### config.mk
export PLATFORM = sky130hd
export DESIGN_NAME = sound_seq_flat
export DESIGN_NICKNAME = d
export VERILOG_FILES = /design/src/rtl/sound_seq_if.sv /design/src/rtl/sound_seq.sv /design/src/flat_wrapper.sv
export SDC_FILE = /design/constraint.sdc
export NUM_CORES = 1
export LEC_CHECK = 0
export CAP_MARGIN = 20
export CORE_UTILIZATION = 29
export CTS_CLUSTER_SIZE = 16
export DETAILED_ROUTE_END_ITERATION = 8
export MAX_ROUTING_LAYER = met4
export REMOVE_ABC_BUFFERS = 1
export SLEW_MARGIN = 5
export SYNTH_ARGS = -nofsm -noshare
export SYNTH_HDL_FRONTEND = slang
export SYNTH_SLANG_ARGS = --single-unit
### constraint.sdc
create_clock -name clk -period 7.7 [get_ports clk]
set_input_delay 0.77 -clock clk [delete_from_list [all_inputs] [get_ports clk]]
set_output_delay 0.77 -clock clk [all_outputs]
set_load 0.005 [all_outputs]
### src/rtl/sound_seq_if.sv
// Game-side connection of the tone sequencer: sync levels, event pulses, mute in;
// audio, busy and current program index out.
interface sound_seq_if #(
  parameter int unsigned N_EVT = 4,
  parameter int unsigned EVT_W = (N_EVT > 1) ? $clog2(N_EVT) : 1
);
  logic             hsync;
  logic             vsync;
  logic [N_EVT-1:0] evt;
  logic             mute;
  logic             audio;
  logic             busy;
  logic [EVT_W-1:0] cur_evt;

  modport master (output hsync, vsync, evt, mute, input audio, busy, cur_evt);
  modport slave  (input hsync, vsync, evt, mute, output audio, busy, cur_evt);
endinterface

### src/rtl/sound_seq.sv
// Priority-arbitrated, event-driven square-wave tone sequencer. Note periods are
// counted in hsync ticks, note lengths in vsync (frame) ticks.
module sound_seq #(
  parameter int unsigned N_EVT = 4,
  parameter int unsigned STEPS = 4,
  parameter int unsigned DIV_W = 8,
  parameter int unsigned LEN_W = 4,
  parameter int unsigned GAP   = 1,
  parameter logic [N_EVT*STEPS*DIV_W-1:0] PERIOD = {
    8'd200, 8'd150, 8'd0,   8'd150,
    8'd100, 8'd150, 8'd200, 8'd250,
    8'd0,   8'd0,   8'd150, 8'd200,
    8'd0,   8'd0,   8'd0,   8'd100},
  parameter logic [N_EVT*STEPS*LEN_W-1:0] LEN = {
    4'd8, 4'd4, 4'd2, 4'd4,
    4'd8, 4'd4, 4'd4, 4'd4,
    4'd0, 4'd0, 4'd6, 4'd6,
    4'd0, 4'd0, 4'd0, 4'd4}
) (
  input  logic        clk,
  input  logic        rst_n,
  sound_seq_if.slave  bus
);

  localparam int unsigned EVT_W  = (N_EVT > 1) ? $clog2(N_EVT) : 1;
  localparam int unsigned STEP_W = (STEPS > 1) ? $clog2(STEPS) : 1;

  logic             prev_hsync, prev_vsync;
  logic             busy_q, busy_d;
  logic [EVT_W-1:0] cur_q, cur_d;
  logic [STEP_W-1:0] step_q, step_d;
  logic [LEN_W-1:0] frame_q, frame_d;
  logic [DIV_W-1:0] div_q, div_d;
  logic             tone_q, tone_d;
  logic             audio_q, audio_d;

  logic             hs_tick, vs_tick, accept, last_step, gap_d;
  logic [EVT_W-1:0] win;
  logic [LEN_W-1:0] cur_len, nxt_len;
  logic [DIV_W-1:0] cur_per;

  // Note table lookups; steps beyond the table read as end-of-program.
  function automatic logic [DIV_W-1:0] period_at(input logic [EVT_W-1:0] e,
                                                 input logic [STEP_W-1:0] s);
    int unsigned idx;
    idx = (32'(e) * STEPS + 32'(s)) * DIV_W;
    return PERIOD[idx +: DIV_W];
  endfunction

  function automatic logic [LEN_W-1:0] len_at(input logic [EVT_W-1:0] e,
                                              input int unsigned s);
    int unsigned idx;
    if (s >= STEPS) return '0;
    idx = (32'(e) * STEPS + s) * LEN_W;
    return LEN[idx +: LEN_W];
  endfunction

  assign hs_tick = bus.hsync && !prev_hsync;
  assign vs_tick = bus.vsync && !prev_vsync;

  // Highest set event index wins.
  always_comb begin
    win = '0;
    for (int unsigned i = 0; i < N_EVT; i++) begin
      if (bus.evt[i]) win = EVT_W'(i);
    end
  end

  assign accept = (|bus.evt) && (!busy_q || win >= cur_q);

  assign cur_len   = len_at(cur_q, 32'(step_q));
  assign cur_per   = period_at(cur_q, step_q);
  assign last_step = (32'(step_q) == STEPS - 1) || (len_at(cur_q, 32'(step_q) + 1) == '0);

  // Sequencer next state: accept beats ticks; a frame-end overrides the divider.
  always_comb begin
    busy_d  = busy_q;
    cur_d   = cur_q;
    step_d  = step_q;
    frame_d = frame_q;
    div_d   = div_q;
    tone_d  = tone_q;
    if (accept) begin
      busy_d  = (len_at(win, 0) != '0);
      cur_d   = win;
      step_d  = '0;
      frame_d = '0;
      div_d   = '0;
      tone_d  = 1'b0;
    end else if (busy_q) begin
      if (hs_tick) begin
        if (cur_per == '0) begin
          div_d  = '0;
          tone_d = 1'b0;
        end else if (div_q == cur_per) begin
          div_d  = '0;
          tone_d = !tone_q;
        end else begin
          div_d  = div_q + DIV_W'(1);
        end
      end
      if (vs_tick) begin
        if (frame_q == cur_len - LEN_W'(1)) begin
          frame_d = '0;
          div_d   = '0;
          tone_d  = 1'b0;
          if (last_step) begin
            busy_d = 1'b0;
            step_d = '0;
          end else begin
            step_d = step_q + STEP_W'(1);
          end
        end else begin
          frame_d = frame_q + LEN_W'(1);
        end
      end
    end
  end

  // Staccato gap and mute applied on the way into the output register.
  always_comb begin
    nxt_len = len_at(cur_d, 32'(step_d));
    gap_d   = (GAP != 0) && (nxt_len > LEN_W'(1)) && (frame_d == nxt_len - LEN_W'(1));
    audio_d = busy_d && tone_d && !bus.mute && !gap_d;
  end

  always_ff @(posedge clk) begin
    if (!rst_n) begin
      prev_hsync <= 1'b0;
      prev_vsync <= 1'b0;
      busy_q     <= 1'b0;
      cur_q      <= '0;
      step_q     <= '0;
      frame_q    <= '0;
      div_q      <= '0;
      tone_q     <= 1'b0;
      audio_q    <= 1'b0;
    end else begin
      prev_hsync <= bus.hsync;
      prev_vsync <= bus.vsync;
      busy_q     <= busy_d;
      cur_q      <= cur_d;
      step_q     <= step_d;
      frame_q    <= frame_d;
      div_q      <= div_d;
      tone_q     <= tone_d;
      audio_q    <= audio_d;
    end
  end

  assign bus.audio   = audio_q;
  assign bus.busy    = busy_q;
  assign bus.cur_evt = cur_q;

endmodule

### src/flat_wrapper.sv
// flat-port wrapper written by rule: the top's interface ports become plain ports
module sound_seq_flat 
#(
  parameter int unsigned N_EVT = 4,
  parameter int unsigned STEPS = 4,
  parameter int unsigned DIV_W = 8,
  parameter int unsigned LEN_W = 4,
  parameter int unsigned GAP   = 1,
  parameter logic [N_EVT*STEPS*DIV_W-1:0] PERIOD = {
    8'd200, 8'd150, 8'd0,   8'd150,
    8'd100, 8'd150, 8'd200, 8'd250,
    8'd0,   8'd0,   8'd150, 8'd200,
    8'd0,   8'd0,   8'd0,   8'd100},
  parameter logic [N_EVT*STEPS*LEN_W-1:0] LEN = {
    4'd8, 4'd4, 4'd2, 4'd4,
    4'd8, 4'd4, 4'd4, 4'd4,
    4'd0, 4'd0, 4'd6, 4'd6,
    4'd0, 4'd0, 4'd0, 4'd4}
)
  (clk, rst_n, bus_hsync, bus_vsync, bus_evt, bus_mute, bus_audio, bus_busy, bus_cur_evt);
  sound_seq_if #(.N_EVT(N_EVT)) bus_i ();
  input  logic clk;
  input  logic rst_n;
  input wire logic [$bits(bus_i.hsync)-1:0] bus_hsync;
  input wire logic [$bits(bus_i.vsync)-1:0] bus_vsync;
  input wire logic [$bits(bus_i.evt)-1:0] bus_evt;
  input wire logic [$bits(bus_i.mute)-1:0] bus_mute;
  output wire logic [$bits(bus_i.audio)-1:0] bus_audio;
  output wire logic [$bits(bus_i.busy)-1:0] bus_busy;
  output wire logic [$bits(bus_i.cur_evt)-1:0] bus_cur_evt;
  assign bus_i.hsync = bus_hsync;
  assign bus_i.vsync = bus_vsync;
  assign bus_i.evt = bus_evt;
  assign bus_i.mute = bus_mute;
  assign bus_audio = bus_i.audio;
  assign bus_busy = bus_i.busy;
  assign bus_cur_evt = bus_i.cur_evt;
  sound_seq #(.N_EVT(N_EVT), .STEPS(STEPS), .DIV_W(DIV_W), .LEN_W(LEN_W), .GAP(GAP), .PERIOD(PERIOD), .LEN(LEN)) u_core (.clk(clk), .rst_n(rst_n), .bus(bus_i));
endmodule
* Word-level counts from Yosys, hierarchy flattened
Cells that the tools add are included.
Storage, ports and cells: input bits 9, word-level logic and storage cells 84, register bits after elaboration 21, bits in writable memories 0, output and inout bits 4, memory bits (read-only) 0, latch bits 0, memories 0
Cells by class: div/mod/pow operators 0, add/subtract/negate cells 9, magnitude comparators 3, reduce and logical (&&, ||, !) cells 20, multipliers 0, equal/unequal tests 4, bitwise gates (word level) 1, shifts and indexed selects 5, mux-type cells 33
Operators by type and width (count):
- $shiftx A64 B33 Y4 const A | 3
- $shiftx A128 B33 Y8 const A | 1
- $shiftx A64 B7 Y4 const A | 1
- $mux W8 | 5
- $ge A32 B3 Y1 const B | 1
- $add A4 B30 Y30 | 1
- $mux W4 | 6
- $mux W2 | 8
- $mux W1 | 14
- $add A4 B2 Y5 | 2
- $add A8 B1 Y8 const B | 1
- $eq A4 B4 Y1 | 2
- $eq A8 B8 Y1 | 1
- $logic_not A8 Y1 | 1
- $sub A4 B1 Y4 const B | 2
- $logic_and A1 B1 Y1 | 7
- $logic_not A1 Y1 | 6
- $add A4 B1 Y4 const B | 1
- $gt A4 B1 Y1 const B | 1
- $logic_not A4 Y1 | 1
- $reduce_bool A4 Y1 | 1
- $reduce_or A4 Y1 | 1
- $add A2 B1 Y3 const B | 1
- $add A2 B1 Y2 const B | 1
- 5 further kinds | 6

* Longest topological paths before layout
Gate-level depths: netlist of the first run.
word-level depth 18, depth in mapped cells 19, gate-level depth less buffers 18

* Worst setup path after synthesis of the first run
OpenSTA, ideal clock, no wires.
path type reg2reg, start register u_core.step_q[1], end register u_core.audio_q, in the netlist u_core.bus.audio, library setup time 0.122 ns, clock period less this slack 3.949 ns, required time 7.578 ns, arrival 3.827 ns, path slack 3.751 ns, buffers on the path 1, cell stages (with the launch flop) 18, cells stage by stage dfxtp_1 clkbuf_2 inv_1 ha_1 and2_1 o21ai_0 ha_1 xor2_1 xnor2_1 a2111oi_1 mux2_2 nor3_1 o22ai_1 ha_1 xnor2_1 and3_1 a311o_1 o311a_1
Between the ends: cells in the longest elaborated chain, start to end 18, elaborated cells between the ends (all ways) 48, classes of those cells add/sub (7); order compare (2); eq/ne (4); shift (4); mux (23); reduce/logical (8)
Ends and longest elaborated chain:
- from (decl) | line sound_seq.sv:31 | logic [STEP_W-1:0] step_q, step_d;
- from (signal assigned) | line sound_seq.sv:143 | step_q <= step_d;
- $add A2 B1 Y3 | line sound_seq.sv:73 | assign last_step = (32'(step_q) == STEPS - 1) || (len_at(cur_q, 32'(step_q) + 1) == '0);
- $add A4 B30 Y30 / $ge A32 B3 Y1 (equally long branches) | line sound_seq.sv:54, sound_seq.sv:53
- $shiftx A64 B33 Y4 / $mux W1 (equally long branches) | line sound_seq.sv:55, sound_seq.sv:53
- $mux W4 | line sound_seq.sv:54 | idx = (32'(e) * STEPS + s) * LEN_W;
- $logic_not A4 Y1 | line sound_seq.sv:73
- $logic_or A1 B1 Y1 | line sound_seq.sv:73
- $mux W2 | line sound_seq.sv:107 | if (last_step) begin
- $mux W2 | line sound_seq.sv:103 | if (frame_q == cur_len - LEN_W'(1)) begin
- [2 not listed]
- $mux W2 | line sound_seq.sv:83 | if (accept) begin
- $add A4 B2 Y5 | line sound_seq.sv:54
- $shiftx A64 B33 Y4 | line sound_seq.sv:55 | return LEN[idx +: LEN_W];
- $sub A4 B1 Y4 | line sound_seq.sv:123 | gap_d = (GAP != 0) && (nxt_len > LEN_W'(1)) && (frame_d == nxt_len - LEN_W'(1));
- $eq A4 B4 Y1 | line sound_seq.sv:123
- $logic_and A1 B1 Y1 | line sound_seq.sv:123
- $logic_not A1 Y1 | line sound_seq.sv:124 | audio_d = busy_d && tone_d && !bus.mute && !gap_d;
- $logic_and A1 B1 Y1 (*) | line sound_seq.sv:124
- to (signal assigned) | line sound_seq.sv:147 | audio_q <= audio_d;
- to (decl) | line sound_seq.sv:35 | logic audio_q, audio_d;
Every way passes the cells marked *; elsewhere a longest branch is shown, timed or not. A chain may end at the register's enable or synchronous reset.

* Worst setup path after layout of the first run
start register u_core.cur_q[0], in the netlist u_core.bus.cur_evt[0], end register u_core.audio_q, in the netlist u_core.bus.audio
Between the ends: cells in the longest elaborated chain, start to end 17, elaborated cells between the ends (all ways) 47, classes of those cells add/sub (5); order compare (2); eq/ne (3); shift (4); mux (23); reduce/logical (10)
Ends and longest elaborated chain:
- from (decl) | line sound_seq.sv:30 | logic [EVT_W-1:0] cur_q, cur_d;
- from (signal assigned) | line sound_seq.sv:142 | cur_q <= cur_d;
- $add A4 B30 Y30 | line sound_seq.sv:54
- $shiftx A64 B33 Y4 | line sound_seq.sv:55
- $mux W4 | line sound_seq.sv:54
- $logic_not A4 Y1 | line sound_seq.sv:73
- $logic_or A1 B1 Y1 | line sound_seq.sv:73
- $mux W2 | line sound_seq.sv:107
- $mux W2 | line sound_seq.sv:103
- $mux W2 | line sound_seq.sv:102 | if (vs_tick) begin
- $mux W2 | line sound_seq.sv:90 | end else if (busy_q) begin
- $mux W2 | line sound_seq.sv:83
- $add A4 B2 Y5 | line sound_seq.sv:54
- $shiftx A64 B33 Y4 | line sound_seq.sv:55
- $sub A4 B1 Y4 | line sound_seq.sv:123
- $eq A4 B4 Y1 | line sound_seq.sv:123
- $logic_and A1 B1 Y1 | line sound_seq.sv:123
- $logic_not A1 Y1 | line sound_seq.sv:124
- $logic_and A1 B1 Y1 (*) | line sound_seq.sv:124
Marked as above.

==> results.env, run 1 <==
OUTCOME='completed'
SLEW_HEADROOM_PCT=46.7
WORST_R2R_ENDPOINT='u_core.bus.audio'
SYNTH.TOP_CELLS.BY_COUNT='nand2_1, nor2_1, dfxtp_1'
CLOCK_SINKS=21
HP_CLASS='reg -> reg'
ANTENNA_FOUND_INITIAL=0
P_INT_mW=0.173
GRT_START_MAX_NET_PINS=23
NUMBER_OF_GLOBAL_ROUTE_VIAS_BEFORE_REPAIR=1642
GPL_CONGESTION=0.849
INITIAL_CORE_UTIL_PCT=30.3
SYN_AREA_PER_CELL_UM2=7.46
PLACEABLECOREAREA_UM2=5990
ROWS=28
REPORT.FINAL.SETUP_VIOL=0
SYNTH_SEQ_CELLS=21
SYNTH_ASYNC_SR_FLOP_SHARE_PCT=0
TIMING_WORST_SLEW_PIN_VALUE_NS=0.786
SYNTH_FF_TYPE='dfxtp_1'
WORST_EP_ARRIVAL_TIME_NS=4.56
CP_MAX_FO=19
CP_DATA_REQUIRED_TIME_NS=7.85
REMAINING_ANTENNA_VIOLATION_COUNT=0
CLK_BUF_DEPTH=2
DRT_FIRST_ITER_VIOLATIONS=143
SYNTH.CELL_AREA_UM2=1810
WIRE_PER_INST_UM=13.2
CRITICALPATHCATEGORY='reg -> reg'
MAXCAPVIOLCOUNT=0
CTS_HTREE_LEVELS=1
NETSWITCHINGFRACTION_PCT=30.6
NETLIST.TOP_CELL.BY_AREA='dfxtp_1'
SEQUENTIAL_GROUP_SHARE_OF_TOTAL_POWER_PCT=47.4
LAYOUT-AREA-OVERHEAD-VS-SYNTH_PCT=12.2
GRT_FIRST_PASS_WIRELENGTH_UM=7530
HOLDBUFCOUNTCTS=0
DIE_WIDTH_UM=81.1
CTSROOTBUFFERMASTER='clkbuf_8'
REGISTER_AREA_SHARE_AFTER_SYNTHESIS_PCT=23.2
WORST_CLOCK_SKEW_NS=0.00171
HEIGHT_OF_THE_DIE_UM=81.1
POWER.LEAKAGE_nW=0.778
START_KIND='register'
MAXSLEWVIOLCOUNT=0
YOSYSWARNINGCOUNT=0
POST-ROUTE-UTIL_PCT=34.0
VDD_DROP_MAX_mV=0.0556
TRITONCTS.NUM_BUFFERS=3
SWITCHING_POWER_mW=0.0765
SYNTH.TOP_CELLS.BY_AREA='dfxtp_1, ha_1, nand2_1, nor2_1, a21oi_1'
SYNTH_CELL_TYPE_COUNT=53
MIN_DELAY_WORST_ENDPOINT='u_core.div_q[1]'
REG2REGPATHDEPTH=16
PORT_BUFFERS=12
RSZ0062_AT_GRT='false'
DP_HPWL_UM=3290
FINAL-HOLD-VIOLATION-COUNT=0
NUM_ANTENNA_CELLS=0
VIAS=1739
CTS-RESIZED-GATES=0
WORSTSETUPSTARTPOINT='u_core.bus.cur_evt[0]'
HP-START='u_core.div_q[1]'
FINAL_NETS=276
IOPINCOUNT=13
SYNTH_ENABLE_FLOP_CELLS=0
SYNTH_CELLS=243
ENDPOINT_KIND='register'
TOTAL_ROUTING_USAGE_REPORTED_BY_GLOBAL_ROUTING_PCT=15.0
FINALWORSTPATHREQUIREDPERIOD_NS=4.41
PWR-SHARE-COMB_PCT=22.6
R2R_SETUP_SLACK_NS=3.29
POSTCTSSETUPREPAIRBUFS=0
GRT.OVERFLOW.TOTAL=0
CLKLATENCYLATEPIN_NS=0.26
CLOCK_TREE_FROM_TRITONCTS='yes'
HOLD_DEPTH=2
TIMING.FMAX_GHz=0.227
DESIGN.DIE.AREA_UM2=6570
DR.PASS1.ITERS=4
VIAS_PER_CELL=5.33
DETAIL_ROUTE.DRC_VIOLATIONS=0
POWER_DENSITY_OVER_CELL_AREA_nW_PER_UM2=123
TOTALNEGATIVESETUPSLACK_NS=0
FINAL_LAYOUT_SIZE_SUFFIX_GT1_SHARE_PCT=5.58
SYNTHMOSTINSTANTIATEDCELL='nand2_1'
CLOCKPOWERSHARE_PCT=30.0
RR_STARTPOINT='u_core.bus.cur_evt[0]'
CLKSLEWWORSTSETUPHOLDPATHS_NS=0.08
POSTROUTEWIRELENGTH_UM=4300
SYNTH_TOP_AREA_SHARE_PCT=23.2
FIN_CRIT_SH_PCT=57.3
==> metal layers <==
metal  part of all wire [%]  global-route usage [%]
met3                    3.2                    1.57
met4                    1.8                    5.36
met2                     46                    24.5
met5                      0                       -
met1                     49                    19.1
==> cells by family (layout without fill, tap and decap cells) <==
kind of cell | Yosys count | count (layout) | synth area share [%]
xor gates and xnor gates | 13 | 13 | 6.28
buffers and inverters | 21 | 29 | 4.76
muxes | 6 | 6 | 4.49
and+or+nand+nor | 111 | 111 | 31.3
DFF | 21 | 21 | 23.2
AOI/OAI and AO/OA | 56 | 56 | 19.6
adders and majority gates | 15 | 15 | 10.4
==> worst max path at each step <==
stage / endpoint / depth (start not counted) / slack (ns)
final: u_core.bus.audio / 16 / 3.29
after global routing: u_core.bus.audio / 16 / 2.91
after CTS: u_core.bus.audio / 16 / 3.28
after detailed placement: u_core.bus.audio / 16 / 3.29
after global placement: u_core.bus.audio / 17 / 3.41
after floorplan: u_core.bus.audio / 16 / 3.73
==> through the flow <==
| stage | hold slack [ns] | worst slack, ns | area [um^2] | power (mW) | instances |
|---|---|---|---|---|---|
| floorplan | 0.470 | 3.73 | 1780 | 0.158 | 235 |
| global placement | 0.498 | 3.41 | 1990 | 0.176 | 322 |
| detailed placement | 0.499 | 3.29 | 1990 | 0.177 | 322 |
| CTS | 0.512 | 3.28 | 2030 | 0.251 | 326 |
| global route | 0.550 | 2.91 | 2030 | 0.265 | 326 |
| finish | 0.510 | 3.29 | 2030 | 0.250 | 326 |
==> registers in the layout (all words and copies together), names as in the netlist <==
name and flops:
u_core.step_q 2, u_core.bus.busy 1, u_core.bus.cur_evt 2, u_core.frame_q 4, u_core.tone_q 1, u_core.prev_hsync 1
u_core.prev_vsync 1, u_core.div_q 8, u_core.bus.audio 1
==> placed cells by master (no fill, tap or decap), types with 2 or more instances in the layout <==
cell type and n:
a31oi_1 6, nor2_1 24, clkdlybuf4s50_1 12, xor2_1 5, a21oi_1 17, nand3_1 14, o22ai_1 2, nand3b_1 2
inv_1 13, a211oi_1 3, and2_1 4, and3_1 4, nand4b_1 4, clkbuf_8 3, nor3_1 10, nand4_1 2
o21ai_0 14, xnor2_1 8, mux2_2 3, ha_1 15, nor2b_1 7, nand2_1 27, dfxtp_1 21, nand2b_1 3
==> power by group through the flow <==
stage	clock [mW]	combinational [mW]	sequential, mW
3_3_place_gp	0	0.0556	0.121
4_1_cts	0.0761	0.0563	0.118
6_report	0.0750	0.0564	0.118
5_1_grt	0.0820	0.0638	0.119
3_5_place_dp	0	0.0558	0.121
2_1_floorplan	0	0.0395	0.119
==> final cells by class <==
type / count / area (um^2)
fillers: 649 / 3960
multi-input cells: 201 / 1310
flip-flops and latches: 21 / 420
repair buffers: 12 / 120
well taps: 75 / 93.8
inverters: 13 / 48.8
clock buffers: 4 / 45.0
==> critical path, cell delays in order (launching register included) <==
cell       delay, ns
dfxtp_1         0.71
inv_1           0.27
ha_1            0.26
nand2b_1        0.13
a21oi_1         0.16
ha_1            0.18
xor2_1          0.18
xnor2_1         0.12
a2111oi_1       0.44
mux2_2          0.44
nor3_1          0.18
o22ai_1         0.11
ha_1            0.25
xnor2_1         0.14
and3_1          0.18
a311o_1         0.27
o311a_1         0.29
Note: power is estimated with default switching activity, not from simulation.
==> inputs of run 2 (changes only) <==
- clock period: 7.7 -> 3.7 ns (I/O delays scaled with it)
==> run 2 against run 1 <==
Compared with the run above: the flow now finishes with violations (negative setup slack); global-route usage up 1.8 points; combinational power grew to 2.9 times the previous value; non-clock buffer count up 28; first-iteration DRC count is 35% lower; power increased by 120%; via count is 6.3% higher; utilization rose by 5.5 points; sequential cell count did not move.
==> results.env, run 2 (synthesis gave the netlist of run 1 again) <==
OUTCOME='finished with violations'
VIOLATIONS='negative setup slack'
CLOCK_SINKS=21
CRITICALPATHCATEGORY='reg -> reg'
HP_CLASS='reg -> reg'
STDCELL_COUNT=354
CLOCK_TREE_FROM_TRITONCTS='yes'
LAYOUT-AREA-OVERHEAD-VS-SYNTH_PCT=30.4
TOP_REGISTER='u_core.div_q'
DP_HPWL_UM=3720
CP_MAX_FO=4
GRT_START_MAX_NET_PINS=18
CTS_HTREE_LEVELS=1
INITIAL_CORE_UTIL_PCT=30.3
FINISH.INSTANCE_AREA_UM2=2360
VDD_DROP_MAX_mV=0.111
DRT_FIRST_ITER_VIOLATIONS=93
RSZ0062_AT_GRT='true'
NUMBER_OF_GLOBAL_ROUTE_VIAS_BEFORE_REPAIR=1793
PORT_BUFFERS=12
POWER_DENSITY_OVER_CELL_AREA_nW_PER_UM2=234
PLACEDCELLCOUNT=348
POST-ROUTE-UTIL_PCT=39.5
CLKLATENCYLATEPIN_NS=0.26
GRT.OVERFLOW.TOTAL=0
IOPINCOUNT=13
CLK_BUF_DEPTH=2
VIAS=1848
LAYOUT.CELLS.MOST_COMMON='buf_4'
WIRE_PER_INST_UM=13.8
FINALWORSTPATHREQUIREDPERIOD_NS=3.78
ENDPOINT_KIND='register'
PLACEABLECOREAREA_UM2=5990
FINAL.SETUP.WORST_SLACK_NS=-0.0835
MAXCAPVIOLCOUNT=0
AREA_OF_COMBINATIONAL_CELLS_WITH_MULTIPLE_INPUTS_UM2=1420
NETSWITCHINGFRACTION_PCT=31.3
CLKSLEWWORSTSETUPHOLDPATHS_NS=0.08
TIMING.FMAX_GHz=0.264
N_FILL_CELL=608
ROWS=28
TIMING_WORST_SLEW_PIN_VALUE_NS=0.818
MAXSLEWVIOLCOUNT=0
WORST_CLOCK_SKEW_NS=0.00200
START_KIND='register'
CP_DATA_REQUIRED_TIME_NS=3.86
FIN_CRIT_SH_PCT=102
SLEW_HEADROOM_PCT=44.6
POSTROUTEWIRELENGTH_UM=4890
SEQUENTIAL_GROUP_SHARE_OF_TOTAL_POWER_PCT=42.2
REPORT.FINAL.SETUP_VIOL=1
DETAIL_ROUTE.DRC_VIOLATIONS=0
ANTENNA_FOUND_INITIAL=0
HEIGHT_OF_THE_DIE_UM=81.1
CTSROOTBUFFERMASTER='clkbuf_8'
FINAL-HOLD-VIOLATION-COUNT=0
SEQ_AREA_UM2=428
DESIGN.DIE.AREA_UM2=6570
DIE_WIDTH_UM=81.1
CLOCKPOWERSHARE_PCT=28.3
WORST_EP_ARRIVAL_TIME_NS=3.94
TRITONCTS.NUM_BUFFERS=3
LARGEST_REGISTER_FF_COUNT=8
SWITCHING_POWER_mW=0.173
GRT_FIRST_PASS_WIRELENGTH_UM=8280
P_INT_mW=0.380
FINAL_LAYOUT_SIZE_SUFFIX_GT1_SHARE_PCT=22.2
POWER.LEAKAGE_nW=0.927
DR.PASS1.ITERS=4
PWR-SHARE-COMB_PCT=29.5
NUM_ANTENNA_CELLS=0
GPL_CONGESTION=0.877
DP_WORST_SETUP_SLACK_NS=-0.254
FINAL_CELL_MIX='buf_4, nand2_1, nor2_1'
REMAINING_ANTENNA_VIOLATION_COUNT=0
LARGEST_REGISTERS='u_core.div_q x8, u_core.frame_q x4'
FINAL_NETS=304
TOTAL_ROUTING_USAGE_REPORTED_BY_GLOBAL_ROUTING_PCT=16.8
PLACEMENT.CELL_AREA_UM2=2180
VIAS_PER_CELL=5.22
-- run 2: layout make-up --
class                      count  share of cell area [%]
timing repair buffer          40                    14.0
tap                           75                    3.97
sequential                    21                    18.1
inverter                      13                    2.06
clock buffer                   4                    1.90
multi-input combinational    201                    60.0
-- run 2: through the flow --
step | hold WS [ns] | total power, mW | TNS [ns]
floorplan | 0.470 | 0.329 | -0.269
global placement | 0.504 | 0.385 | -0.170
detailed placement | 0.505 | 0.386 | -0.254
CTS | 0.517 | 0.547 | -0.0353
global route | 0.536 | 0.586 | -0.230
finish | 0.519 | 0.553 | -0.0835
-- run 2: repair_timing --
| item | CTS | global route |
|---|---|---|
| endpoints found under the setup margin | 1 | 1 |
| setup buffers | 1 | 1 |
| pin swaps | 9 | 7 |
| hold endpoints to repair | 0 | 0 |
| hold buffers | 0 | 0 |
| gates resized for setup | 19 | 11 |
| gates cloned | 0 | 0 |
-- run 2: worst paths after layout --
| check | startpoint | slack (ns) | cells after the start | end |
|---|---|---|---|---|
| max | u_core.step_q[1] | -0.08 | 18 | u_core.bus.audio |
| min | u_core.div_q[7] | 0.52 | 2 | u_core.div_q[7] |
| max reg2reg | u_core.step_q[1] | -0.08 | 18 | u_core.bus.audio |
| min reg2reg | u_core.div_q[7] | 0.52 | 2 | u_core.div_q[7] |
-- run 2: power by group through the flow --
stage | clock network (mW) | logic [mW] | registers (mW)
after floorplan | 0 | 0.0821 | 0.247
after global placement | 0 | 0.145 | 0.240
after detailed placement | 0 | 0.146 | 0.240
after CTS | 0.159 | 0.155 | 0.234
after global routing | 0.171 | 0.181 | 0.234
final | 0.156 | 0.163 | 0.234
-- run 2: critical path, cell delays in order, from the launching register on --
cell and delay (ns):
dfxtp_4 0.37, buf_4 0.14, ha_2 0.16, o21ai_1 0.14, nand2b_1 0.09, a21oi_2 0.18, ha_4 0.22, xor2_1 0.15
nand2_1 0.10, or2_4 0.26, or3_4 0.35, mux2_4 0.35, nand2_2 0.06, o22ai_1 0.07, ha_2 0.21, xnor2_2 0.14
and3_1 0.15, a311o_1 0.26, o311a_1 0.28
-- run 2: layer usage --
layer / global-route usage, % / routed length (um)
met5: - / 0
met4: 5.18 / 40
met3: 2.36 / 126
met2: 27.6 / 2320
met1: 21.3 / 2400
==> inputs of run 3 (changes only) <==
- CTS_BUF_LIST: default -> sky130_fd_sc_hd__clkbuf_2
- SLEW_MARGIN: 5 -> default
==> run 3 against run 2 <==
Compared with the run above: power down 9.1%; combinational power about the same; utilization down 0.42 points; register-to-register slack about the same; count of clock-buffer cells in the layout unchanged; non-clock buffer count unchanged; die area unchanged; fmax down 0.20%; the flow still finishes with violations (negative setup slack); clock skew up 0.0014 ns.
==> results.env, run 3 (synthesis gave the netlist of run 1 again) <==
DP_HPWL_UM=3720
POST-ROUTE-UTIL_PCT=39.1
PLACEABLECOREAREA_UM2=5990
TOP_REGISTER='u_core.div_q'
GRT.OVERFLOW.TOTAL=0
VIAS_PER_CELL=5.18
REMAINING_ANTENNA_VIOLATION_COUNT=0
HP_CLASS='reg -> reg'
CRITICAL_PATH.SLOWEST_CELL='dfxtp_4'
WIRE_PER_INST_UM=13.7
OUTCOME='finished with violations'
HEIGHT_OF_THE_DIE_UM=81.1
TIMING.FMAX_GHz=0.264
TIMING_WORST_SLEW_PIN_VALUE_NS=0.807
FIN_CRIT_SH_PCT=102
DR.PASS1.ITERS=4
MIN_DELAY_WORST_ENDPOINT='u_core.div_q[7]'
TOTALNEGATIVESETUPSLACK_NS=-0.0911
SEQUENTIAL_GROUP_SHARE_OF_TOTAL_POWER_PCT=46.6
POWER.LEAKAGE_nW=0.921
HOLDBUFCOUNTCTS=0
CLKLATENCYLATEPIN_NS=0.33
R2R_SETUP_SLACK_NS=-0.09
CLOCK_SINKS=21
DP_WORST_SETUP_SLACK_NS=-0.254
PORT_BUFFERS=12
FIN_TOTAL_PWR_mW=0.503
DIE_WIDTH_UM=81.1
DESIGN.DIE.AREA_UM2=6570
SLEW_HEADROOM_PCT=45.4
LAYOUT.CELLS.MOST_COMMON='buf_4'
CRIT_PATH_CELL_TRACE='buf_4 -> ha_2 -> o21ai_1 -> nand2b_1 -> a21oi_2 -> ha_4 -> xor2_1 -> nand2_1 -> or2_4 -> or3_4 -> mux2_4 -> nand2_2 -> o22ai_1 -> ha_2 -> xnor2_2 -> and3_1 -> a311o_1 -> o311a_1'
FINAL_LAYOUT_SIZE_SUFFIX_GT1_SHARE_PCT=22.6
CRIT_BUF_INV=1
MAXSLEWVIOLCOUNT=0
IOPINCOUNT=13
GPL_CONGESTION=0.877
RSZ0062_AT_GRT='true'
CP_TOP_FAMILY='simple AND/OR/NAND/NOR gates'
REPORT.FINAL.SETUP_VIOL=1
CTS_HTREE_LEVELS=1
POWER_DENSITY_OVER_CELL_AREA_nW_PER_UM2=215
CPPEAKSTAGEDELAY_NS=0.41
CLKSLEWWORSTSETUPHOLDPATHS_NS=0.22
WORST_R2R_ENDPOINT='u_core.bus.audio'
GRT_START_MAX_NET_PINS=18
GRT_FIRST_PASS_WIRELENGTH_UM=8210
CP_DATA_REQUIRED_TIME_NS=3.96
HP-START='u_core.div_q[7]'
FINAL_NETS=304
CTSROOTBUFFERMASTER='clkbuf_2'
LAYOUT-AREA-OVERHEAD-VS-SYNTH_PCT=29.1
START_KIND='register'
RR_STARTPOINT='u_core.step_q[1]'
ANTENNA_FOUND_INITIAL=0
VIOLATIONS='negative setup slack'
CLOCK_TREE_FROM_TRITONCTS='yes'
WORST_HOLD_SLACK_NS=0.531
SWITCHING_POWER_mW=0.170
NUM_ANTENNA_CELLS=0
NETSWITCHINGFRACTION_PCT=33.8
MAXCAPVIOLCOUNT=0
CLK_BUF_DEPTH=2
NUMBER_OF_GLOBAL_ROUTE_VIAS_BEFORE_REPAIR=1774
POSTROUTEWIRELENGTH_UM=4850
TIMING.CRITICAL_PATH.MODE_CELL='ha_2'
WORST_CLOCK_SKEW_NS=0.00337
CP_MAX_FO=4
ROWS=28
TRITONCTS.NUM_BUFFERS=3
ENDPOINT_KIND='register'
FINAL_CELL_MIX='buf_4, nand2_1, nor2_1'
REG2REGPATHDEPTH=18
TOTAL_ROUTING_USAGE_REPORTED_BY_GLOBAL_ROUTING_PCT=16.6
LARGEST_REGISTER_FF_COUNT=8
VDD_DROP_MAX_mV=0.107
HOLD_DEPTH=2
P_INT_mW=0.333
VIAS=1832
FINAL.SETUP.WORST_SLACK_NS=-0.0911
LARGEST_REGISTERS='u_core.div_q x8, u_core.frame_q x4'
WORST_EP_ARRIVAL_TIME_NS=4.05
DETAIL_ROUTE.DRC_VIOLATIONS=0
CLOCKPOWERSHARE_PCT=21.0
INITIAL_CORE_UTIL_PCT=30.3
FINALWORSTPATHREQUIREDPERIOD_NS=3.79
FINAL-HOLD-VIOLATION-COUNT=0
DRT_FIRST_ITER_VIOLATIONS=71
PWR-SHARE-COMB_PCT=32.4
CRITICALPATHCATEGORY='reg -> reg'
[run 3: cell counts in the layout (fill, tap and decap cells not counted)]
Identical to the previous run, type by type.
[run 3: worst max path at each step]
stage / from / cells after the start / to / slack, ns
final: u_core.step_q[1] / 18 / u_core.bus.audio / -0.09
after global routing: u_core.step_q[1] / 18 / u_core.bus.audio / -0.24
after CTS: u_core.step_q[1] / 18 / u_core.bus.audio / -0.05
after detailed placement: u_core.step_q[0] / 17 / u_core.bus.audio / -0.25
after global placement: u_core.step_q[0] / 17 / u_core.bus.audio / -0.17
after floorplan: u_core.bus.cur_evt[0] / 16 / u_core.bus.audio / -0.27
[run 3: worst register-to-register path: cells and delay by family (launching register included)]
| kind | cells | cell delay [ns] |
|---|---|---|
| fa+ha+maj | 3 | 0.59 |
| flops | 1 | 0.41 |
| xor+xnor | 2 | 0.29 |
| simple gates | 6 | 1.01 |
| buf+inv | 1 | 0.14 |
| mux | 1 | 0.35 |
| compound gates | 5 | 0.93 |
[run 3: layout make-up]
class                      instances  area, um^2
tap                               75        93.8
timing repair buffer              40         330
clock buffer                       4        20.0
inverter                          13        48.8
sequential                        21         428
fill                             618        3650
multi-input combinational        201        1420
[run 3: metal layers]
layer | vias up | share of wire (%) | GRT usage (%) | routed length (um)
li1 | 944 | - | - | -
met3 | 4 | 2.8 | 2.02 | 134
met2 | 32 | 47 | 27.1 | 2270
met4 | 0 | 0.91 | 5.18 | 44
met1 | 852 | 50 | 21.3 | 2400
met5 | - | 0 | - | 0
[run 3: power groups by stage]
stage / Sequential (mW) / Combinational [mW] / Clock (mW)
floorplan: 0.247 / 0.0821 / 0
global placement: 0.240 / 0.145 / 0
detailed placement: 0.240 / 0.146 / 0
CTS: 0.235 / 0.154 / 0.107
global route: 0.236 / 0.181 / 0.120
finish: 0.235 / 0.163 / 0.105
[run 3: metrics by stage]
step	cell area, um^2	instances
final	2340	354
after global placement	2180	348
after detailed placement	2180	348
after global routing	2340	354
after floorplan	1780	235
after CTS	2270	353
[run 3: timing repair]
item                       CTS  global route
buffers inserted             1             1
pin swaps                    9             7
setup endpoints to repair    1             1
gates resized for setup     19            11
